**src/rtl/fta_resp_tracker.sv**
```systemverilog
// Outstanding-transaction tracker: matches responses to issued requests by tid
// and synthesizes timeout error responses for requests that never get one.
package fta_bus_pkg;
    typedef logic [31:0] fta_address_t;

    typedef struct packed {
        logic [3:0] channel;
        logic [7:0] tranid;
    } fta_tranid_t;

    typedef enum logic [2:0] {
        OKAY    = 3'd0,
        DECERR  = 3'd1,
        PROTERR = 3'd2,
        ERR     = 3'd3,
        TIMEOUT = 3'd4
    } fta_err_t;

    typedef struct packed {
        logic [3:0]   cid;
        fta_tranid_t  tid;
        logic         stall;
        logic         next;
        logic         ack;
        logic         rty;
        fta_err_t     err;
        logic [3:0]   pri;
        fta_address_t adr;
        logic [127:0] dat;
    } fta_cmd_response128_t;

    function automatic fta_cmd_response128_t resp_idle();
        fta_cmd_response128_t r;
        r     = '0;
        r.pri = 4'hF;
        return r;
    endfunction
endpackage

module fta_resp_tracker #(
    parameter int DEPTH   = 8,
    parameter int TIMEOUT = 1023
) (
    input  logic                             clk,
    input  logic                             rst,
    input  logic                             req_v,
    input  fta_bus_pkg::fta_tranid_t         req_tid,
    input  fta_bus_pkg::fta_address_t        req_adr,
    output logic                             req_rdy,
    input  fta_bus_pkg::fta_cmd_response128_t resp_i,
    output fta_bus_pkg::fta_cmd_response128_t resp_o,
    output logic [$clog2(DEPTH):0]           cnt_o,
    output logic                             unexp_o,
    output logic                             ovf_o
);
    localparam int IW = $clog2(DEPTH);
    localparam int CW = IW + 1;
    localparam int TW = $clog2(TIMEOUT + 1);
    localparam logic [TW-1:0] TMAX = TW'(TIMEOUT);

    logic [DEPTH-1:0]          valid_q, valid_d;
    logic [DEPTH-1:0]          expired_q, expired_d;
    fta_bus_pkg::fta_tranid_t  tid_q   [DEPTH];
    fta_bus_pkg::fta_tranid_t  tid_d   [DEPTH];
    fta_bus_pkg::fta_address_t adr_q   [DEPTH];
    fta_bus_pkg::fta_address_t adr_d   [DEPTH];
    logic [TW-1:0]             timer_q [DEPTH];
    logic [TW-1:0]             timer_d [DEPTH];

    fta_bus_pkg::fta_cmd_response128_t resp_q, resp_d;
    logic [CW-1:0] cnt_q, cnt_d;
    logic          unexp_q, unexp_d;
    logic          ovf_q, ovf_d;

    logic          free_hit, match_hit, exp_hit;
    logic [IW-1:0] free_idx, match_idx, exp_idx;

    // Only registered occupancy gates allocation, so a slot freed this cycle waits a cycle.
    assign req_rdy = ~&valid_q;

    always_comb begin
        valid_d   = valid_q;
        expired_d = expired_q;
        tid_d     = tid_q;
        adr_d     = adr_q;
        timer_d   = timer_q;
        free_hit  = 1'b0;
        free_idx  = '0;
        match_hit = 1'b0;
        match_idx = '0;
        exp_hit   = 1'b0;
        exp_idx   = '0;
        cnt_d     = '0;

        for (int i = 0; i < DEPTH; i++) begin
            if (!valid_q[i] && !free_hit) begin
                free_hit = 1'b1;
                free_idx = IW'(i);
            end
            if (resp_i.ack && valid_q[i] && !expired_q[i] &&
                tid_q[i] == resp_i.tid && !match_hit) begin
                match_hit = 1'b1;
                match_idx = IW'(i);
            end
            if (expired_q[i] && !exp_hit) begin
                exp_hit = 1'b1;
                exp_idx = IW'(i);
            end
            if (valid_q[i] && !expired_q[i]) begin
                if (timer_q[i] == TMAX) begin
                    expired_d[i] = 1'b1;
                end else begin
                    timer_d[i] = timer_q[i] + 1'b1;
                end
            end
        end

        resp_d  = fta_bus_pkg::resp_idle();
        unexp_d = resp_i.ack && !match_hit;
        ovf_d   = req_v && !req_rdy;

        // A match on a slot reaching TIMEOUT this cycle also clears its fresh expired flag.
        if (match_hit) begin
            resp_d               = resp_i;
            resp_d.ack           = 1'b1;
            valid_d[match_idx]   = 1'b0;
            expired_d[match_idx] = 1'b0;
            timer_d[match_idx]   = '0;
        end else if (exp_hit) begin
            resp_d.ack         = 1'b1;
            resp_d.err         = fta_bus_pkg::TIMEOUT;
            resp_d.tid         = tid_q[exp_idx];
            resp_d.cid         = tid_q[exp_idx].channel;
            resp_d.adr         = adr_q[exp_idx];
            valid_d[exp_idx]   = 1'b0;
            expired_d[exp_idx] = 1'b0;
            timer_d[exp_idx]   = '0;
        end

        if (req_v && req_rdy) begin
            valid_d[free_idx]   = 1'b1;
            expired_d[free_idx] = 1'b0;
            tid_d[free_idx]     = req_tid;
            adr_d[free_idx]     = req_adr;
            timer_d[free_idx]   = '0;
        end

        for (int i = 0; i < DEPTH; i++) begin
            cnt_d = cnt_d + CW'(valid_d[i]);
        end
    end

    always_ff @(posedge clk or posedge rst) begin
        if (rst) begin
            valid_q   <= '0;
            expired_q <= '0;
            for (int i = 0; i < DEPTH; i++) begin
                tid_q[i]   <= '0;
                adr_q[i]   <= '0;
                timer_q[i] <= '0;
            end
            resp_q  <= fta_bus_pkg::resp_idle();
            cnt_q   <= '0;
            unexp_q <= 1'b0;
            ovf_q   <= 1'b0;
        end else begin
            valid_q   <= valid_d;
            expired_q <= expired_d;
            tid_q     <= tid_d;
            adr_q     <= adr_d;
            timer_q   <= timer_d;
            resp_q    <= resp_d;
            cnt_q     <= cnt_d;
            unexp_q   <= unexp_d;
            ovf_q     <= ovf_d;
        end
    end

    assign resp_o  = resp_q;
    assign cnt_o   = cnt_q;
    assign unexp_o = unexp_q;
    assign ovf_o   = ovf_q;
endmodule

```
**config.mk**
```make
export PLATFORM = sky130hd
export DESIGN_NAME = fta_resp_tracker
export DESIGN_NICKNAME = d
export VERILOG_FILES = /design/src/rtl/fta_resp_tracker.sv
export SDC_FILE = /design/constraint.sdc
export NUM_CORES = 2
export LEC_CHECK = 0
export ABC_AREA = 1
export CORE_MARGIN = 8
export CORE_UTILIZATION = 51
export CTS_BUF_LIST = sky130_fd_sc_hd__clkbuf_8
export DETAILED_ROUTE_END_ITERATION = 8
export GPL_ROUTABILITY_DRIVEN = 0
export HOLD_SLACK_MARGIN = 0.05
export PLACE_DENSITY = 0.87
export SETUP_SLACK_MARGIN = 0.02
export SLEW_MARGIN = 20
export SYNTH_ARGS = -nofsm -noshare
export SYNTH_HDL_FRONTEND = slang
export SYNTH_SLANG_ARGS = --single-unit
```
**constraint.sdc**
```tcl
create_clock -name clk -period 24.8 [get_ports clk]
set_input_delay 7.44 -clock clk [delete_from_list [all_inputs] [get_ports clk]]
set_output_delay 7.44 -clock clk [all_outputs]
set_load 0.005 [all_outputs]
```
==> run_results.csv <==
group,metric,value,unit
cells_and_area,drive_above_1_share,0.0737,
synth,postSynthRegisterBits,641,
power,share_clk_of_total_power,0.241,
cells_and_area,net_count_reported_at_finish,3988,
synth,synth_nets,3581,
synth,yosysWarningCount,0,
outcome,result_of_the_run,"finished with violations",
route,drt-initial-drc-count,2373,
grt,grt_pass1_vias,24481,
floorplanning,boundaryPins,428,
placement,dp_worst_setup_slack,11.81,ns
clocking,cts.clk_slew.worst_paths,0.06,ns
route,via_per_inst,5.39,
cells_and_area,layout.cells.most_common,"sky130_fd_sc_hd__nand2_1",
timing,worst-slew-pin-transition,1.09,ns
grt,grt_pass1_wl,137000,um
floorplanning,floorplan.die.width,252,um
timing,finClkSkew,0.0462,ns
power,cellInternalPower,2.44,mW
synth,synth_enable_flop_cells,0,
timing,period_minus_slack,12.41,ns
synth,synth_seq_area_share,0.564,
power,power.ir.vdd_worst,97.8,uV
grt,global_route.usage.total,0.273,
synth,post_synth.cell_area_avg,8.54,um^2
setup_path,crit_buf_inv,5,
clocking,ctsHtreeMaxLevel,3,
power,p_sw_frac,0.394,
setup_path,timing.setup.critical_path_class,"in -> reg",
floorplanning,start_util,0.516,
route,drt-pass1-iter-count,9,
timing,final.setup.worst_slack,12.39,ns
placement,placement.io_buffers,427,
setup_path,crit_path_max_fanout,48,
placement,detailedPlacementHpwl,57500,um
floorplanning,height_of_the_die,252,um
setup_path,critical-path-max-stage-delay,0.92,ns
floorplanning,rows,86,
clocking,clk_path_buf_depth,3,
synth,yosysUniqueCellTypes,52,
route,post_drt_wl_per_cell,19.4,um
power,leakage,17.5,nW
route,post-route-drc-count,2,
timing,finalHoldViolCount,0,
synth,synth-async-reset-ratio,1.00,
clocking,clock_sinks,641,
grt,antenna_found_initial,8,
timing,timing.setup.tns,0,ns
timing,timing.fmax,80.6,MHz
clocking,postCtsResizedCells,0,
setup_path,crit_path_top_delay_cell,"sky130_fd_sc_hd__clkdlybuf4s50_1",
timing,report.final.slew_viol_count,0,
worst_hold_path,class_of_the_tightest_hold_or_removal_check,"reg -> reg",
setup_path,setup.worst_path.end_class,"register",
setup_path,cp_top_family,"simple AND/OR/NAND/NOR gates",
route,vias,24605,
cells_and_area,multiInputGateArea,10100,um^2
grt,largest_net_degree_at_the_start_of_global_routing,170,
floorplanning,die-area,63600,um^2
setup_path,critPathLaunchType,"input pin",
setup_path,crit_arrival,12.97,ns
cells_and_area,most-common-layout-cells,"sky130_fd_sc_hd__nand2_1 (758), sky130_fd_sc_hd__dfrtp_1 (637), sky130_fd_sc_hd__nor2_1 (457), sky130_fd_sc_hd__clkdlybuf4s50_1 (427), sky130_fd_sc_hd__inv_1 (424)",
cells_and_area,fin_cells,4565,
timing,setup_repair_after_global_routing_missed_its_margin,"false",
floorplanning,core_footprint,55200,um^2
timing,maxSlewHeadroom,0.270,
synth,synth_cells,3332,
clocking,cts_tree,"yes",
grt,grt_remaining_overflow,0,
outcome,violations,"design-rule violations",
power,p_sw,1.59,mW
clocking,post_cts_hold_buffer_count,0,
setup_path,worstPathRequired,25.36,ns
setup_path,worstPathCellList,"clkdlybuf4s50_1, inv_2, nand2_1, nand2_1, nand3_1, nor2_1, nand2_2, nand2_4, nor2_4, nand2_4, nor2_4, nand2_1, nand3_1, nand2_1, inv_1, fa_1, fa_1, fa_1, inv_1, ha_1, inv_1, fa_1, xnor2_1",
timing,setup-violations-final,0,
timing,layout_worst_path_cycle_share,0.500,
power,power.combinational.fraction,0.361,
cells_and_area,area_delta_synth_final,24.3,%
clocking,cts_post_setup_buffers_inserted,0,
route,postRouteWirelength,88400,um
clocking,clock-root-buffer,"sky130_fd_sc_hd__clkbuf_8",
synth,cell_area_after_technology_mapping,28500,um^2
synth,dominantRegCellSynth,"sky130_fd_sc_hd__dfrtp_1",
cells_and_area,area.sequential,16000,um^2
power,seq_power_share,0.398,
cells_and_area,fillCellCount,4424,
placement,placedCellCount,4382,
clocking,cts_buffers,103,
power,pwr_density_cell,114,nW/um^2
clocking,worstSkewPairLatency,0.72,ns
flow_run,max-cap-violations,0,
route,ant_nets,0,
## tightest hold or removal path, stage by stage (launching register included)
cell                      delay (ns)
sky130_fd_sc_hd__dfrtp_1        0.34
sky130_fd_sc_hd__nand2_1        0.05
sky130_fd_sc_hd__o21ai_0        0.06
## registers in the layout, summed over array words and instances (netlist names)
name       count
ovf_o          1
valid_q        8
timer_q       80
expired_q      8
unexp_o        1
resp_o       187
adr_q        256
tid_q         96
cnt_o          4
## synth_stat cells, types with 5 or more instances
cell | number | area share
sky130_fd_sc_hd__inv_4 | 5 | 0.0011
sky130_fd_sc_hd__nand3_1 | 78 | 0.014
sky130_fd_sc_hd__inv_1 | 400 | 0.053
sky130_fd_sc_hd__o221ai_1 | 9 | 0.0028
sky130_fd_sc_hd__dfrtp_1 | 637 | 0.56
sky130_fd_sc_hd__buf_4 | 20 | 0.0053
sky130_fd_sc_hd__xor2_1 | 46 | 0.014
sky130_fd_sc_hd__buf_2 | 49 | 0.0086
sky130_fd_sc_hd__nor2_4 | 6 | 0.0024
sky130_fd_sc_hd__a21oi_1 | 57 | 0.010
sky130_fd_sc_hd__o21ai_1 | 21 | 0.0037
sky130_fd_sc_hd__or2_2 | 16 | 0.0035
sky130_fd_sc_hd__nand3_2 | 10 | 0.0035
sky130_fd_sc_hd__nand3b_1 | 5 | 0.0013
sky130_fd_sc_hd__nand2_2 | 8 | 0.0018
sky130_fd_sc_hd__ha_1 | 11 | 0.0048
sky130_fd_sc_hd__nand4_1 | 24 | 0.0053
sky130_fd_sc_hd__nand2_4 | 5 | 0.0020
sky130_fd_sc_hd__o21ai_0 | 388 | 0.068
sky130_fd_sc_hd__buf_6 | 11 | 0.0044
sky130_fd_sc_hd__a221oi_1 | 5 | 0.0015
sky130_fd_sc_hd__o22ai_1 | 81 | 0.018
sky130_fd_sc_hd__inv_2 | 14 | 0.0018
sky130_fd_sc_hd__xnor2_1 | 40 | 0.012
sky130_fd_sc_hd__clkbuf_1 | 64 | 0.0084
sky130_fd_sc_hd__nor2_2 | 17 | 0.0037
sky130_fd_sc_hd__nor4_1 | 8 | 0.0018
sky130_fd_sc_hd__nor2_1 | 458 | 0.060
sky130_fd_sc_hd__nor3_1 | 30 | 0.0053
sky130_fd_sc_hd__nand2_1 | 760 | 0.10
## layout make-up
cell class,instances,share of cell area
diodes,2,0.000141
repair buffers,450,0.126
clock buffers,131,0.0510
flip-flops and latches,641,0.454
clock inverters,50,0.0118
inverters,423,0.0454
well taps,748,0.0265
multi-input cells,2120,0.285
## worst paths after layout
check                                  startpoint                endpoint  slack [ns]  cells after the start
max reg2reg                expired_q[2]$_DFF_PP0_      cnt_o[2]$_DFF_PP0_       19.58                     22
max                                   resp_i[182]      cnt_o[2]$_DFF_PP0_       12.39                     23
min in group asynchronous                     rst   tid_q[36]$_DFFE_PP0P_        7.08                      2
min                        adr_q[209]$_DFFE_PP0P_  adr_q[209]$_DFFE_PP0P_        0.48                      2
min reg2reg                adr_q[209]$_DFFE_PP0P_  adr_q[209]$_DFFE_PP0P_        0.48                      2
max in group asynchronous                     rst   adr_q[76]$_DFFE_PP0P_       14.84                      5
## power groups by stage
stage	clock, mW	combinational (mW)	sequential, mW
finish	0.971	1.46	1.61
global route	1.04	1.62	1.63
CTS	0.989	1.45	1.59
detailed placement	0	1.43	1.61
global placement	0	1.38	1.60
floorplan	0	0.952	1.55
## through the flow
stage               total power [mW]  area, um^2  hold WS (ns)  utilization
finish                          4.04       35400         0.477        0.641
global route                    4.29       35400         0.500        0.641
detailed placement              3.04       33100         0.466        0.601
CTS                             4.03       35400         0.481        0.641
floorplan                       2.50       28500         0.446            -
global placement                2.98       33100         0.458        0.601
## kinds of logic after synthesis
kind of cell / Yosys count / synth area share
mux: 4 / 0.00154
buf+inv: 571 / 0.0834
compound gates: 580 / 0.110
simple gates: 1435 / 0.208
xor+xnor: 86 / 0.0265
fa+ha+maj: 15 / 0.00765
flops: 641 / 0.564
## per-layer routing
layer	part of all wire	GRT usage
met1	0.37	0.333
met3	0.11	0.0761
met2	0.46	0.445
met5	0.00089	0
met4	0.052	0.134
(Power assumes the default switching activity.)
